`config.mk`:
```
export PLATFORM = sky130hd
export DESIGN_NAME = encrypt_frontend
export DESIGN_NICKNAME = d
export VERILOG_FILES = /design/src/rtl/encrypt_pkg.sv /design/src/rtl/encrypt_frontend_latency_timer.sv /design/src/rtl/encrypt_frontend.sv
export SDC_FILE = /design/constraint.sdc
export NUM_CORES = 1
export LEC_CHECK = 0
export ABC_AREA = 1
export CORE_AREA = 2 2 155 270
export DETAILED_ROUTE_END_ITERATION = 8
export DIE_AREA = 0 0 157 272
export PLACE_DENSITY_LB_ADDON = 0.2
export SYNTH_ARGS = -nofsm -noshare
export SYNTH_HDL_FRONTEND = slang
export SYNTH_SLANG_ARGS = --single-unit
```
`constraint.sdc`:
```
create_clock -name clk -period 17.79 [get_ports clk]
set_input_delay 5.337 -clock clk [delete_from_list [all_inputs] [get_ports clk]]
set_output_delay 5.337 -clock clk [all_outputs]
set_load 0.005 [all_outputs]
```
`src/rtl/encrypt_pkg.sv`:
```
// Shared types and constants for the encryption front end: FSM states,
// block geometry and the default core latency.
package encrypt_pkg;

  typedef enum logic [1:0] {
    LOAD_KEY  = 2'd0,
    LOAD_TEXT = 2'd1,
    WAIT      = 2'd2,
    DRAIN     = 2'd3
  } state_t;

  localparam int         WORDS_PER_BLOCK     = 4;
  localparam int         DEFAULT_WAIT_CYCLES = 14;
  localparam logic [1:0] LAST_WORD           = 2'(WORDS_PER_BLOCK - 1);

  // Word idx of a 128-bit block, word 0 being the most-significant.
  function automatic logic [31:0] word_of(input logic [127:0] blk, input logic [1:0] idx);
    logic [31:0] w;
    case (idx)
      2'd0:    w = blk[127:96];
      2'd1:    w = blk[95:64];
      2'd2:    w = blk[63:32];
      default: w = blk[31:0];
    endcase
    return w;
  endfunction

endpackage

```
`src/rtl/encrypt_frontend_latency_timer.sv`:
```
// Fixed-latency timer: done is high in the WAIT_CYCLES-th cycle counted from
// (and including) the cycle start is high.
module latency_timer
  import encrypt_pkg::*;
#(
  parameter int WAIT_CYCLES = DEFAULT_WAIT_CYCLES
) (
  input  logic clk,
  input  logic rst,
  input  logic start,
  output logic done
);

  localparam logic [7:0] LAST_COUNT = 8'(WAIT_CYCLES - 1);
  localparam logic       SINGLE     = (WAIT_CYCLES == 1);

  logic       busy;
  logic [7:0] count;

  // count holds how many cycles have already elapsed before the current one.
  assign done = start ? SINGLE : (busy && (count == LAST_COUNT));

  always_ff @(posedge clk or posedge rst) begin
    if (rst) begin
      busy  <= 1'b0;
      count <= 8'd0;
    end else if (done) begin
      busy  <= 1'b0;
      count <= 8'd0;
    end else if (start) begin
      busy  <= 1'b1;
      count <= 8'd1;
    end else if (busy) begin
      count <= count + 8'd1;
    end
  end

endmodule

```
`src/rtl/encrypt_frontend.sv`:
```
// Word-serial front end for a 128-bit block cipher core: loads key and text,
// waits a fixed core latency, then drains the ciphertext word by word.
// Optional ENCRYPT_FRONTEND_KEY_REUSE_EN adds key_hold to skip key reloads.
module encrypt_frontend
  import encrypt_pkg::*;
#(
  parameter int WAIT_CYCLES = DEFAULT_WAIT_CYCLES
) (
  input  logic         clk,
  input  logic         reset,
  input  logic         in_valid,
  output logic         in_ready,
  input  logic [31:0]  in_data,
  output logic [127:0] core_key,
  output logic [127:0] core_text,
  output logic         core_start,
  input  logic [127:0] core_result,
  output logic         out_valid,
  input  logic         out_ready,
  output logic [31:0]  out_data
`ifdef ENCRYPT_FRONTEND_KEY_REUSE_EN
  ,
  input  logic         key_hold
`endif
);

  state_t       state;
  logic [1:0]   word_cnt;
  logic [127:0] result_q;
  logic         wait_done;
  logic         in_xfer;
  logic         reuse_key;

  // Both directions use plain valid/ready: a word moves on a rising edge
  // where valid and ready are both high; ready is registered from state.
  assign in_xfer = in_valid && in_ready;

`ifdef ENCRYPT_FRONTEND_KEY_REUSE_EN
  assign reuse_key = key_hold;
`else
  assign reuse_key = 1'b0;
`endif

  latency_timer #(
    .WAIT_CYCLES(WAIT_CYCLES)
  ) u_timer (
    .clk  (clk),
    .rst  (reset),
    .start(core_start),
    .done (wait_done)
  );

  always_ff @(posedge clk or posedge reset) begin
    if (reset) begin
      state      <= LOAD_KEY;
      word_cnt   <= 2'd0;
      core_key   <= '0;
      core_text  <= '0;
      result_q   <= '0;
      core_start <= 1'b0;
      out_valid  <= 1'b0;
      out_data   <= '0;
      in_ready   <= 1'b0;
    end else begin
      core_start <= 1'b0;
      case (state)
        LOAD_KEY: begin
          in_ready <= 1'b1;
          if (in_xfer) begin
            core_key <= {core_key[95:0], in_data};
            word_cnt <= word_cnt + 2'd1;
            if (word_cnt == LAST_WORD) state <= LOAD_TEXT;
          end
        end
        LOAD_TEXT: begin
          in_ready <= 1'b1;
          if (in_xfer) begin
            core_text <= {core_text[95:0], in_data};
            word_cnt  <= word_cnt + 2'd1;
            if (word_cnt == LAST_WORD) begin
              state      <= WAIT;
              core_start <= 1'b1;
              in_ready   <= 1'b0;
            end
          end
        end
        WAIT: begin
          if (wait_done) begin
            result_q  <= core_result;
            out_data  <= core_result[127:96];
            out_valid <= 1'b1;
            word_cnt  <= 2'd0;
            state     <= DRAIN;
          end
        end
        DRAIN: begin
          if (out_ready) begin
            if (word_cnt == LAST_WORD) begin
              word_cnt  <= 2'd0;
              out_valid <= 1'b0;
              out_data  <= '0;
              in_ready  <= 1'b1;
              state     <= reuse_key ? LOAD_TEXT : LOAD_KEY;
            end else begin
              word_cnt <= word_cnt + 2'd1;
              out_data <= word_of(result_q, word_cnt + 2'd1);
            end
          end
        end
        default: state <= LOAD_KEY;
      endcase
    end
  end

endmodule
```
# Yosys cells after proc, flatten, opt, wreduce, memory -nomap -nowiden
# Cells that the tools add are included.
dict set report word_totals {
  regBits 432
  elab_cells 81
}
dict set report op_classes {
  addsub 2
  eq_ne 15
  mux 36
  reduce_logical 17
}
# op count
set ops {}
lappend ops {{2-to-1 mux 32 bit} 3}
lappend ops {{one-hot mux 32 bit (3 select lines)} 1}
lappend ops {{one-hot mux 32 bit (2 select lines)} 1}
lappend ops {{2-to-1 mux 8 bit} 3}
lappend ops {{2-to-1 mux 2 bit} 11}
lappend ops {{2-to-1 mux 1 bit} 13}
lappend ops {{inequality test 2 bit, second input constant} 6}
lappend ops {{AND reduction 3 bit} 3}
lappend ops {{adder 8 x 1 -> 8 bit, second input constant} 1}
lappend ops {{equality test 2 bit, second input constant} 4}
lappend ops {{equality test 8 x 4 -> 1 bit, second input constant} 1}
lappend ops {{one-hot mux 2 bit (4 select lines)} 1}
lappend ops {{AND reduction 7 bit} 1}
lappend ops {{one-hot mux 2 bit (3 select lines)} 1}
lappend ops {{AND reduction 2 bit} 3}
lappend ops {{nonzero test 3 bit} 2}
lappend ops {{equality test 2 x 1 -> 1 bit, second input constant} 2}
lappend ops {{logical NOT 2 bit} 2}
lappend ops {{inequality test 2 x 1 -> 1 bit, second input constant} 2}
lappend ops {{AND reduction 4 bit} 1}
lappend ops {{nonzero test 2 bit} 2}
lappend ops {{one-hot mux 1 bit (3 select lines)} 1}
lappend ops {{adder 2 x 1 -> 2 bit, second input constant} 1}
lappend ops {{logical AND 1 bit} 2}
lappend ops {{other kinds (2)} 2}

# Logic depth before layout (Yosys ltp)
dict set report logic_depth {
  ltp_word 6
  mapped_depth 11
  mapped_depth_nobuf 10
}

# Hierarchy
# A second synthesis with hierarchy kept.
dict set report unflattened {
  cells_unflattened 2048
  hier_area_um2 18356.4
}
# mod instances cells_per_inst area_per_inst_um2 seq_area_each_um2
set by_module_without_submodules {}
lappend by_module_without_submodules {encrypt_frontend 1 1963 17763.3 10585.2}
lappend by_module_without_submodules {latency_timer 1 85 593.1 225.2}

# Worst setup path after synthesis
# No wires, ideal clock.
dict set report synth_path {
  path_kind {input -> register}
  start {input port in_valid}
  end {register core_text[90]}
  setup_time_ps 131
  t_arrival_ps 6174
  required_time_ps 17659
  slack_ps 11484
  stages 6
  path_cell_list {nand2_1 > inv_1 > nand2_1 > buf_2 > clkbuf_1 > o21ai_0}
}
dict set report synth_via {
  elab_chain_cells 2
}
# element line
set synth_lines {}
lappend synth_lines {{start, declared} encrypt_frontend.sv:11} ;# input logic in_valid,
lappend synth_lines {{logical AND 1 bit} encrypt_frontend.sv:36} ;# assign in_xfer = in_valid && in_ready;
lappend synth_lines {{AND reduction 2 bit (no line)} n/a}
lappend synth_lines {{end signal, assigned} encrypt_frontend.sv:78} ;# core_text <= {core_text[95:0], in_data};
lappend synth_lines {{end, declared} encrypt_frontend.sv:15} ;# output logic [127:0] core_text,
# No other way between the ends.
# A chain may end at the register's enable or synchronous reset.

# Final worst setup path
dict set report layout_path {
  start {input port in_valid}
  end {register core_text[106]}
}
# Same word-level chain as after synthesis.

==> impl_metrics.py <==
metrics = {
    "yosys": {
        "yosys.area_share.simple_pct": 23.4,
        "synth_compound_area_share_pct": 5.76,
        "synthCells": 1987,
        "yosys-top-cells-area": "dfrtp_1, nand2_1, mux2_2",
        "yosys_warnings": 0,
        "synth_commonest_cells": "nand2_1, dfrtp_1, nand3_1",
        "synth_area_mm2": 0.0180,
        "synth_top_cell_by_area": "dfrtp_1",
        "synthXorXnorAreaFrac_pct": 0.194,
        "synth_most_common_cell": "nand2_1",
        "syn_nets": 2163,
        "synth_top_area_share_pct": 59.9,
        "synth_top_family_by_area": "simple AND/OR/NAND/NOR gates",
        "synth-seq-cells": 432,
        "avgSynthCellArea_um2": 9.08,
        "yosys.area_share.adder_pct": 0.832,
        "synth_top_flop_cell": "dfrtp_1",
        "async_flop_share_pct": 100,
        "synth.distinct_cells": 27,
        "synth_edf_count": 0,
        "seq_area_frac_synth_pct": 59.9,
        "synthMuxAreaShare_pct": 3.99,
    },
    "sta": {
        "fmax_mhz": 126,
        "finalHoldViolCount": 0,
        "tightest_slew_ns": 1.15,
        "final.period_utilization_pct": 44.5,
        "setup_viol": 0,
        "period_needed_ns": 7.91,
        "fin_skew_ns": 0.0177,
        "rsz0062_at_grt": "no",
        "relSlewSlack_pct": 23.3,
        "final.setup.tns_ns": 0,
        "maxSlewViolCount": 0,
    },
    "layout": {
        "fillCellCount": 3532,
        "drive_above_1_share_pct": 6.82,
        "syn_to_final_growth_pct": 34.1,
        "fin_util_pct": 59.6,
        "nets": 2550,
    },
    "die": {
        "io_pins": 455,
        "die_h_um": 272,
        "start_util_pct": 44.5,
        "core_mm2": 0.0406,
        "die_w_um": 157,
        "rows": 98,
        "dieArea_mm2": 0.0427,
    },
    "critical_path": {
        "rr_worst_depth": 10,
        "r2r-end": "result_q[70]",
        "cp-endpoint": "core_text[106]",
        "crit_path_end_kind": "register",
        "cp.required_ns": 18.22,
        "cp-start-kind": "primary input",
        "cp.arrival_ns": 8.34,
        "rrSetupSlack_ns": 14.46,
        "path_max_fanout": 118,
        "worstSetupStartpoint": "in_valid",
        "reg2reg_from": "u_timer.count[1]",
        "crit_type": "primary input to register",
    },
    "route": {
        "viasPerCell": 5.11,
        "drtIter0Drc": 1035,
        "drt-wirelength-per-cell_um": 19.1,
        "vias": 15115,
        "drt.antenna.violating_nets": 0,
        "first_pass_iters": 5,
        "wirelength_um": 56500,
        "route.detailed.drc": 0,
    },
    "outcome": {
        "status": "finished, final reports clean",
    },
    "placed_design": {
        "portBuffers": 454,
        "globalplace.congestion": 0.840,
        "dp_hpwl_um": 38700,
    },
    "cts": {
        "cts_hold_repair.buffers": 0,
        "cts_made_buffers": 41,
        "cts.reportedPaths.clkPinSlew_ns": 0.06,
        "cts.htree.levels": 2,
        "cts-root-buf": "clkbuf_16",
        "clk_latency_ns": 0.56,
        "post_cts_buffers": 0,
        "numClockSinks": 432,
        "cts_resized": 0,
        "cts_tree": "yes",
        "cts_buffer_depth": 3,
    },
    "power_and_ir_drop": {
        "vdd_drop_max_uv": 120,
        "power_density_mw_per_mm2": 176,
        "p_leak_nw": 11.4,
    },
    "global_routing": {
        "grt_max_degree": 170,
        "grt-ovfl-total": 0,
        "track_usage_pct": 26.3,
        "grt_pass1_vias": 15375,
        "grt_pass1_wl_um": 86800,
        "grt_antenna_before_repair": 1,
    },
    "hold_path": {
        "hold_path_class": "register to register",
    },
    "run": {
        "drv_cap": 0,
    },
}
[worst min path at each step]
stage,slack [ns],from,depth (start not counted),endpoint
floorplan,0.44,result_q[32],2,result_q[32]
global placement,0.45,result_q[53],2,result_q[53]
detailed placement,0.46,result_q[42],2,result_q[42]
CTS,0.47,result_q[53],2,result_q[53]
global route,0.49,result_q[51],2,result_q[51]
finish,0.47,result_q[73],2,result_q[73]
[report_power, final]
group	internal, mW	switching (mW)	total (mW)
Clock	0.499	0.386	0.884
Sequential	1.35	0.299	1.65
Combinational	0.882	0.845	1.73
Total	2.73	1.53	4.26
[layout make-up]
type,instances,area (um^2),share of cell area (%)
flip-flops and latches,432,10800,44.7
multi-input cells,1310,6200,25.6
repair buffers,471,4680,19.4
clock buffers,60,1230,5.08
well taps,550,688,2.84
inverters,118,450,1.86
clock inverters,14,130,0.538
diodes,2,5.00,0.0207
[cells by family (layout without fill, tap and decap cells)]
| kind of cell | after synthesis | after routing |
|---|---|---|
| and+or+nand+nor | 1025 | 1025 |
| DFF | 432 | 432 |
| buffers and inverters | 245 | 663 |
| AOI/OAI and AO/OA | 205 | 205 |
| muxes | 64 | 64 |
| adders and majority gates | 12 | 12 |
| xor gates and xnor gates | 4 | 4 |
| other | 0 | 2 |
[critical path, stage by stage]
cell and delay (ns):
clkdlybuf4s50_1 0.39, nand2_1 0.12, inv_1 0.12, nand2_4 0.32, buf_4 0.82, buf_4 0.70, mux2_2 0.41
[routing by layer]
layer	vias to the layer above	share of wire, %	track usage, %
met2	557	51	45.9
li1	7139	-	-
met5	-	0	0
met1	7300	35	28.4
met4	0	5.3	13.3
met3	119	8.8	8.32
[registers in the layout (all words and copies together), names as in the netlist]
register and flops:
result_q 128, word_cnt 2, u_timer.busy 1, u_timer.count 8
out_data 32, core_key 128, core_text 128, out_valid 1
core_start 1, state 2, in_ready 1
[placed cells by master (no fill, tap or decap), types with 11 or more instances in the layout]
cell type and count:
nand2_1 673, clkdlybuf4s50_1 454, dfrtp_1 432, nand3_1 137
nor2_1 135, o21ai_0 132, inv_1 110, nand4_1 70
a21oi_1 65, mux2_2 64, clkbuf_16 42, buf_4 16
ha_1 11, clkbuf_8 11
[stage by stage]
step                cell area [um^2]  power, mW  hold WS [ns]  cells  worst slack (ns)
floorplan                      18000       2.36         0.442   1987             0.421
global placement               22800       3.35         0.453   2881              9.39
detailed placement             22800       3.39         0.458   2881              9.37
CTS                            24200       4.30         0.473   2955              9.95
global route                   24200       4.54         0.487   2956              9.60
finish                         24200       4.26         0.468   2957              9.88
(Power assumes the default switching activity.)
